===== src/rtl/rsff_cmd_driver_if.sv =====
// Request handshake between control logic and rsff_cmd_driver.
//   req_valid  request present (master -> slave)
//   req_op     00 nop, 01 clear, 10 set, 11 toggle (master -> slave)
//   req_ready  driver can accept a request (slave -> master)
interface rsff_cmd_driver_if;
  logic       req_valid;
  logic [1:0] req_op;
  logic       req_ready;

  modport master (
    output req_valid,
    output req_op,
    input  req_ready
  );

  modport slave (
    input  req_valid,
    input  req_op,
    output req_ready
  );
endinterface


===== src/rtl/rsff_cmd_driver.sv =====
// Command-side driver for a clocked RS flip-flop. Accepts set/clear/toggle requests, holds the
// RS code for HOLD_CYCLES clocks (0 treated as 1), releases for one clock, and tracks the
// expected flip-flop state. The illegal RS code 3 is never produced.
//
// Optional feature macro: RSFF_FB_CHECK_EN adds a CHECK state that compares q_fb against
// exp_q after every command and sets the sticky err flag on mismatch. Without it, q_fb and
// err_clr are unused and err is tied to 0.
//
// Ports:
//   clk      rising-edge clock, shared with the flip-flop
//   rst      asynchronous active-high reset
//   req      request handshake (slave modport): req_valid, req_op, req_ready
//   rs       RS code to the flip-flop: 0 hold, 1 clear, 2 set
//   q_fb     flip-flop q feedback (check feature only)
//   err_clr  clears sticky err (check feature only)
//   done     one-cycle pulse when a command completes
//   busy     high whenever the state is not idle
//   exp_q    expected flip-flop state
//   err      sticky feedback-mismatch flag
module rsff_cmd_driver #(
  parameter int unsigned HOLD_CYCLES = 2,
  parameter int unsigned CNT_W       = 4
) (
  input  logic                 clk,
  input  logic                 rst,
  rsff_cmd_driver_if.slave     req,
  output logic [1:0]           rs,
  input  logic                 q_fb,
  input  logic                 err_clr,
  output logic                 done,
  output logic                 busy,
  output logic                 exp_q,
  output logic                 err
);

  localparam int unsigned     Hold     = (HOLD_CYCLES == 0) ? 1 : HOLD_CYCLES;
  localparam logic [CNT_W-1:0] HoldLast = CNT_W'(Hold - 1);

  localparam logic [1:0] RsHold = 2'd0;
  localparam logic [1:0] RsClr  = 2'd1;
  localparam logic [1:0] RsSet  = 2'd2;

`ifdef RSFF_FB_CHECK_EN
  typedef enum logic [1:0] {StIdle, StDrive, StRelease, StCheck} state_e;
`else
  typedef enum logic [1:0] {StIdle, StDrive, StRelease} state_e;
`endif

  state_e           state_q, state_d;
  logic [1:0]       rs_q, rs_d;
  logic [CNT_W-1:0] cnt_q, cnt_d;
  logic             ready_q, ready_d;
  logic             done_q, done_d;
  logic             busy_q, busy_d;
  logic             expq_q, expq_d;
  logic             expv_q, expv_d;
  logic [1:0]       acc_code;

`ifdef RSFF_FB_CHECK_EN
  logic             err_q, err_d;
  logic             mismatch;
`endif

  // Resolve the requested op into an RS code; toggle needs a known prior state to flip.
  always_comb begin
    acc_code = RsHold;
    case (req.req_op)
      2'b01:   acc_code = RsClr;
      2'b10:   acc_code = RsSet;
      2'b11:   acc_code = (expv_q && expq_q) ? RsClr : RsSet;
      default: acc_code = RsHold;
    endcase
  end

  always_comb begin
    state_d = state_q;
    rs_d    = rs_q;
    cnt_d   = cnt_q;
    ready_d = ready_q;
    done_d  = 1'b0;
    busy_d  = busy_q;
    expq_d  = expq_q;
    expv_d  = expv_q;
`ifdef RSFF_FB_CHECK_EN
    mismatch = 1'b0;
`endif
    case (state_q)
      StIdle: begin
        if (req.req_valid && ready_q) begin
          if (acc_code == RsHold) begin
            done_d = 1'b1;
          end else begin
            state_d = StDrive;
            rs_d    = acc_code;
            cnt_d   = HoldLast;
            ready_d = 1'b0;
            busy_d  = 1'b1;
            expq_d  = (acc_code == RsSet);
            expv_d  = 1'b1;
          end
        end
      end
      StDrive: begin
        if (cnt_q == '0) begin
          state_d = StRelease;
          rs_d    = RsHold;
        end else begin
          cnt_d = cnt_q - 1'b1;
        end
      end
      StRelease: begin
`ifdef RSFF_FB_CHECK_EN
        state_d = StCheck;
`else
        state_d = StIdle;
        done_d  = 1'b1;
        ready_d = 1'b1;
        busy_d  = 1'b0;
`endif
      end
`ifdef RSFF_FB_CHECK_EN
      StCheck: begin
        state_d  = StIdle;
        done_d   = 1'b1;
        ready_d  = 1'b1;
        busy_d   = 1'b0;
        mismatch = (q_fb != expq_q);
      end
`endif
      default: begin
        state_d = StIdle;
        rs_d    = RsHold;
        ready_d = 1'b1;
        busy_d  = 1'b0;
      end
    endcase
  end

`ifdef RSFF_FB_CHECK_EN
  // A mismatch in the same cycle as err_clr keeps err set.
  always_comb begin
    err_d = err_q;
    if (err_clr)  err_d = 1'b0;
    if (mismatch) err_d = 1'b1;
  end

  always_ff @(posedge clk or posedge rst) begin
    if (rst) begin
      err_q <= 1'b0;
    end else begin
      err_q <= err_d;
    end
  end

  assign err = err_q;
`else
  logic unused_fb;
  assign unused_fb = q_fb ^ err_clr;
  assign err       = 1'b0;
`endif

  always_ff @(posedge clk or posedge rst) begin
    if (rst) begin
      state_q <= StIdle;
      rs_q    <= RsHold;
      cnt_q   <= '0;
      ready_q <= 1'b1;
      done_q  <= 1'b0;
      busy_q  <= 1'b0;
      expq_q  <= 1'b0;
      expv_q  <= 1'b0;
    end else begin
      state_q <= state_d;
      rs_q    <= rs_d;
      cnt_q   <= cnt_d;
      ready_q <= ready_d;
      done_q  <= done_d;
      busy_q  <= busy_d;
      expq_q  <= expq_d;
      expv_q  <= expv_d;
    end
  end

  assign req.req_ready = ready_q;
  assign rs            = rs_q;
  assign done          = done_q;
  assign busy          = busy_q;
  assign exp_q         = expq_q;

endmodule


===== src/flat_wrapper.sv =====
// flat-port wrapper written by rule: the top's interface ports become plain ports
module rsff_cmd_driver_flat 
#(
  parameter int unsigned HOLD_CYCLES = 2,
  parameter int unsigned CNT_W       = 4
)
  (clk, rst, rs, q_fb, err_clr, done, busy, exp_q, err, req_req_valid, req_req_op, req_req_ready);
  rsff_cmd_driver_if req_i ();
  input  logic clk;
  input  logic rst;
  output logic [1:0] rs;
  input  logic q_fb;
  input  logic err_clr;
  output logic done;
  output logic busy;
  output logic exp_q;
  output logic err;
  input wire logic [$bits(req_i.req_valid)-1:0] req_req_valid;
  input wire logic [$bits(req_i.req_op)-1:0] req_req_op;
  output wire logic [$bits(req_i.req_ready)-1:0] req_req_ready;
  assign req_i.req_valid = req_req_valid;
  assign req_i.req_op = req_req_op;
  assign req_req_ready = req_i.req_ready;
  rsff_cmd_driver #(.HOLD_CYCLES(HOLD_CYCLES), .CNT_W(CNT_W)) u_core (.clk(clk), .rst(rst), .req(req_i), .rs(rs), .q_fb(q_fb), .err_clr(err_clr), .done(done), .busy(busy), .exp_q(exp_q), .err(err));
endmodule

===== config.mk =====
export PLATFORM = sky130hd
export DESIGN_NAME = rsff_cmd_driver_flat
export DESIGN_NICKNAME = d
export VERILOG_FILES = /design/src/rtl/rsff_cmd_driver_if.sv /design/src/rtl/rsff_cmd_driver.sv /design/src/flat_wrapper.sv
export SDC_FILE = /design/constraint.sdc
export NUM_CORES = 1
export LEC_CHECK = 0
export BUFFER_PORTS_ARGS = -buffer_cell sky130_fd_sc_hd__buf_2
export CAP_MARGIN = 10
export CORE_UTILIZATION = 45
export CTS_BUF_LIST = sky130_fd_sc_hd__clkbuf_8
export CTS_CLUSTER_DIAMETER = 100
export DETAILED_ROUTE_END_ITERATION = 10
export PLACE_DENSITY = 0.68
export SLEW_MARGIN = 25
export SYNTH_ARGS = -nofsm -noshare
export SYNTH_HDL_FRONTEND = slang
export SYNTH_SLANG_ARGS = --single-unit

===== constraint.sdc =====
create_clock -name clk -period 2.08 [get_ports clk]
set_clock_uncertainty 0.2 [all_clocks]
set_input_delay 0.312 -clock clk [delete_from_list [all_inputs] [get_ports clk]]
set_output_delay 0.312 -clock clk [all_outputs]
set_load 0.005 [all_outputs]

Yosys cells after proc, flatten, opt, wreduce, memory -nomap -nowiden --
Cells that the tools add are included.
Operators by class: eq/ne operators 10, reduce and logical (&&, ||, !) cells 11, add/subtract/negate cells 1, bitwise operators 3, mux-type cells 23
Operators by type and width (count):
- $mux W2 | 7
- $mux W4 | 3
- $pmux W2 S3 | 2
- $reduce_and A3 Y1 | 3
- $eq A2 B2 Y1 const B | 4
- $pmux W4 S2 | 1
- $reduce_and A4 Y1 | 2
- $mux W1 | 6
- $pmux W1 S2 | 3
- $eq A2 B1 Y1 const B | 2
- $logic_not A2 Y1 | 2
- $logic_not A4 Y1 | 1
- $ne A2 B1 Y1 const B | 2
- $ne A2 B2 Y1 const B | 2
- $pmux W2 S2 | 1
- $sub A4 B1 Y4 const B | 1
- $not A1 Y1 | 3
- $logic_and A1 B1 Y1 | 2
- $reduce_bool A2 Y1 | 1
Word-level totals: output and inout port bits 7, logic and storage cells 56, flip-flop bits (word level) 13, input bits 7

Logic depth before layout (Yosys ltp) --
depth in word-level cells 7, gate-level depth with buffers 5, mapped depth without buffers 5

Worst setup path before layout --
OpenSTA, ideal clock, no wires.
kind register to register, start point register u_core.cnt_q[0], end point register u_core.rs_q[0], in the netlist u_core.rs[0], cell stages (with the launch flop) 6, data arrival time 1.304 ns, path buffers 0, slack 0.457 ns, setup time 0.120 ns, period minus slack after synthesis 1.623 ns, cell sequence dfrtp_1 > inv_1 > ha_1 > nor3b_1 > o21ai_0 > a31o_1
On the way: cells in the longest elaborated chain, start to end 3
Ends and longest elaborated chain:
- start, declared | RTL line rsff_cmd_driver.sv:51 | logic [CNT_W-1:0] cnt_q, cnt_d;
- start signal, assigned | RTL line rsff_cmd_driver.sv:175 | cnt_q <= cnt_d;
- $logic_not A4 Y1 | RTL line rsff_cmd_driver.sv:104 | if (cnt_q == '0) begin
- $ne A2 B1 Y1 (no line)
- $reduce_and A4 Y1 (no line)
- end signal, assigned | RTL line rsff_cmd_driver.sv:165 | rs_q <= RsHold;
- end signal, assigned | RTL line rsff_cmd_driver.sv:174 | rs_q <= rs_d;
- end, declared | RTL line rsff_cmd_driver.sv:50 | logic [1:0] rs_q, rs_d;
No other way between the ends. A chain may end at the register's enable or synchronous reset.

Final worst setup path --
start point register u_core.cnt_q[0], end point register u_core.cnt_q[1]
On the way: cells in the longest elaborated chain, start to end 3, elaborated cells between the ends (all ways) 6, those cells by class 1 x add/sub; 1 x eq/ne; 2 x mux; 2 x reduce/logical
Ends and longest elaborated chain (RTL line):
- $sub A4 B1 Y4 / $logic_not A4 Y1 (equally long branches) | rsff_cmd_driver.sv:108, rsff_cmd_driver.sv:104
- $mux W4 / $ne A2 B2 Y1 (equally long branches)
- $pmux W4 S2 / $reduce_and A4 Y1 (equally long branches)
Several ways; a longest one is shown, not always the timed one. The select of a mux whose other input is x is not followed.

==> results.tsv <==
stage	metric	value	unit
status	status	completed	
route	Routed Antenna Nets	0	
min_path	worst hold stages	3	
final_layout	FF/Latch Area	326.6	um^2
clocking	CTS Buf Count	3	
grt	gr usage total	17.16	%
synth	number of flops mapped to enable cells by yosys	0	
synth	Seq/Total Area, Yosys	50.98	%
min_path	Hold Path Class	input pin to flip-flop	
worst_setup_path	Reg2Reg Launch Point	u_core.cnt_q[0]	
worst_setup_path	reg2reg end	u_core.cnt_q[1]	
final_layout	Final #Nets	80	
route	initial DRC count	14	
route	routed wl met2	427	um
final_layout	synth-to-layout area growth	17.77	%
placed_design	dpl hpwl	754.9	um
worst_setup_path	CP endpoint kind	flip-flop	
synth	Mapped Avg Cell Area	11.24	um^2
synth	Post-synth ARST share	100.0	%
route	wire per inst	11.35	um
worst_setup_path	CP Launch Type	flip-flop	
route	Pre-Repair DR Iteration Count	4	
worst_setup_path	reg2reg setup slack	0.32	ns
run	Max-cap violations	0	
timing	final setup fails	0	
synth	Yosys reg bits	13	
synth	Synth Cell Area	640.6	um^2
floorplanning	Die Wd	39.73	um
min_path	hold endpoint	u_core.done	
clocking	H-tree levels	1	
grt	global-route wire length before repair	1.711	mm
timing	final worst path period need	1.758	ns
clocking	clk sinks	13	
clocking	TritonCTS clock tree	done	
route	M1 wire length	483	um
timing	final period utilization	84.51	%
route	WL final	976	um
route	Post-route DRC	0	
power	LEAKAGE	0.3914	nW
final_layout	antenna cells	0	
synth	Yosys warning count	0	
timing	Final Hold Fails	0	
grt	gr ovfl total	0	
min_path	hold path startpoint	req_req_valid	
final_layout	non-filler cells, final	86	
route	via-per-instance ratio	5.186	
timing	Fmax	0.5689	GHz
timing	setup TNS	0	ns
placed_design	Post-Place Cells	81	
floorplanning	I/O pin cnt	14	
timing	Max Transition Viols Final	0	
placed_design	IO Port Bufs	10	
final_layout	Layout fillers	113	
power	PwrDens	652.4	mW/mm^2
grt	vias in the first global route	395	
floorplanning	Core Box Area	0.001318	mm^2
worst_setup_path	CP required	2.05	ns
synth	Top FF cell, synth	dfrtp_1	
final_layout	share of post-route cells with drive strength above 1	28.17	%
floorplanning	Initial Util	48.62	%
worst_setup_path	Worst Path Max Fanout	4	
power	Tot Pwr	0.0004922	W
floorplanning	Die ar.	0.001578	mm^2
floorplanning	num rows	13	
clocking	clock slew at reported path FFs	0.06	ns
synth	synth unique cells	30	
placed_design	gpl congestion	0.7592	
route	highest routed layer	met4	
worst_setup_path	Critical Path AT	1.73	ns
route	met3 wire length	45	um
final_layout	area of the multi-input gates	269.0	um^2
power	largest vdd supply drop	0.5191	mV
worst_setup_path	worst reg2reg path depth	5	
synth	synthesized net count	65	
worst_setup_path	Setup CP Type	flip-flop to flip-flop	
grt	largest net degree at the start of global routing	14	
clocking	Max Root-Sink Buffers	2	
route	vias	446	
grt	initial antenna violation count	0	
synth	Gate Count Post-Synth	57	
clocking	Clk Latency, worst-skew pair	0.24	ns
floorplanning	Chip Height	39.73	um
timing	RSZ-0062 raised after global routing	false	
clocking	number of setup buffers added after CTS	0	
clocking	CTS root buf	clkbuf_8	
-- report_power, final --
group | internal (W) | switching, W
clock | 0.000132 | 0.0000924
sequential | 0.000253 | 0
combinational | 0.00000518 | 0.00000912
-- metrics by stage --
stage	setup slack (ns)	area, um^2	utilization [%]	hold slack (ns)
6_report	0.3221	754.5	57.27	0.1944
4_1_cts	0.3143	754.5	57.27	0.1979
5_1_grt	0.2160	754.5	57.27	0.2207
3_5_place_dp	0.3251	698.2	52.99	0.1504
3_3_place_gp	0.3321	698.2	52.99	0.1572
2_1_floorplan	0.4566	640.6	-	-0.01176
-- synth_stat cells (2+ instances only) --
cell,count,area share [%]
inv_1,7,4.1
a21o_1,2,2.3
nor2_1,3,1.8
a21oi_1,2,1.6
nand2_1,2,1.2
a31o_1,3,4.1
dfrtp_1,12,47
o21ai_0,2,1.6
nand2b_1,3,2.9
-- how the worst max path moves through the flow --
| stage | start | endpoint | cells past startpoint |
|---|---|---|---|
| final | u_core.cnt_q[0] | u_core.cnt_q[1] | 5 |
| after global routing | u_core.cnt_q[0] | u_core.cnt_q[1] | 5 |
| after CTS | u_core.cnt_q[0] | u_core.cnt_q[1] | 5 |
| after detailed placement | u_core.cnt_q[0] | u_core.cnt_q[0] | 5 |
| after global placement | u_core.cnt_q[0] | u_core.cnt_q[0] | 5 |
| after floorplan | u_core.cnt_q[0] | u_core.rs[0] | 5 |
-- metal layers --
layer  up-vias  global-route usage [%]
met5         -                       0
met2        13                   25.82
li1        228                       -
met3         2                   5.114
met4         0                   7.759
met1       203                   22.26
-- logic make-up (layout without fill, tap and decap cells) --
group                      count (synthesis)  count (layout)  synth area share (%)
AOI/OAI and AO/OA                         17              17                 21.10
and+or+nand+nor                           16              16                 18.36
DFF                                       13              13                 50.98
buffers and inverters                      9              23                 7.032
adders and majority gates                  1               1                 1.953
other                                      1               1                0.5854
-- critical path: stages (launching register included) --
cell	delay, ns
dfrtp_1	0.39
inv_1	0.10
ha_1	0.20
or3b_1	0.41
a2bb2oi_2	0.25
o2bb2ai_1	0.14
-- state kept, by name (all words and copies together) (netlist names) --
name / cells
u_core.cnt_q: 4
u_core.busy: 1
u_core.expv_q: 1
u_core.rs: 2
u_core.state_q: 2
u_core.done: 1
u_core.req.req_ready: 1
u_core.exp_q: 1
-- layout by cell type (no fill, tap or decap), types with 2 or more instances in the layout --
| cell | netlist | routed |
|---|---|---|
| nand2_1 | 2 | 2 |
| nor2_1 | 3 | 3 |
| dfrtp_1 | 12 | 12 |
| a21oi_1 | 2 | 2 |
| buf_2 | 0 | 10 |
| clkbuf_8 | 0 | 3 |
| o21ai_0 | 2 | 2 |
| a21o_1 | 2 | 2 |
| inv_1 | 7 | 7 |
| nand2b_1 | 3 | 3 |
| a31o_1 | 3 | 3 |
-- what timing repair did --
item                                    CTS  global route
hold endpoints to repair                 12             0
endpoints found under the setup margin    0             0
hold buffers                              1             0
gates resized for setup                   0             0
-- layout make-up --
| class | count | area share (%) |
|---|---|---|
| tap | 15 | 2.488 |
| clock buffer | 3 | 5.473 |
| timing repair buffer | 12 | 8.955 |
| inverter | 7 | 3.483 |
| sequential | 13 | 43.28 |
| multi-input combinational | 35 | 35.66 |
| clock inverter | 1 | 0.6633 |
(Power assumes the default switching activity.)
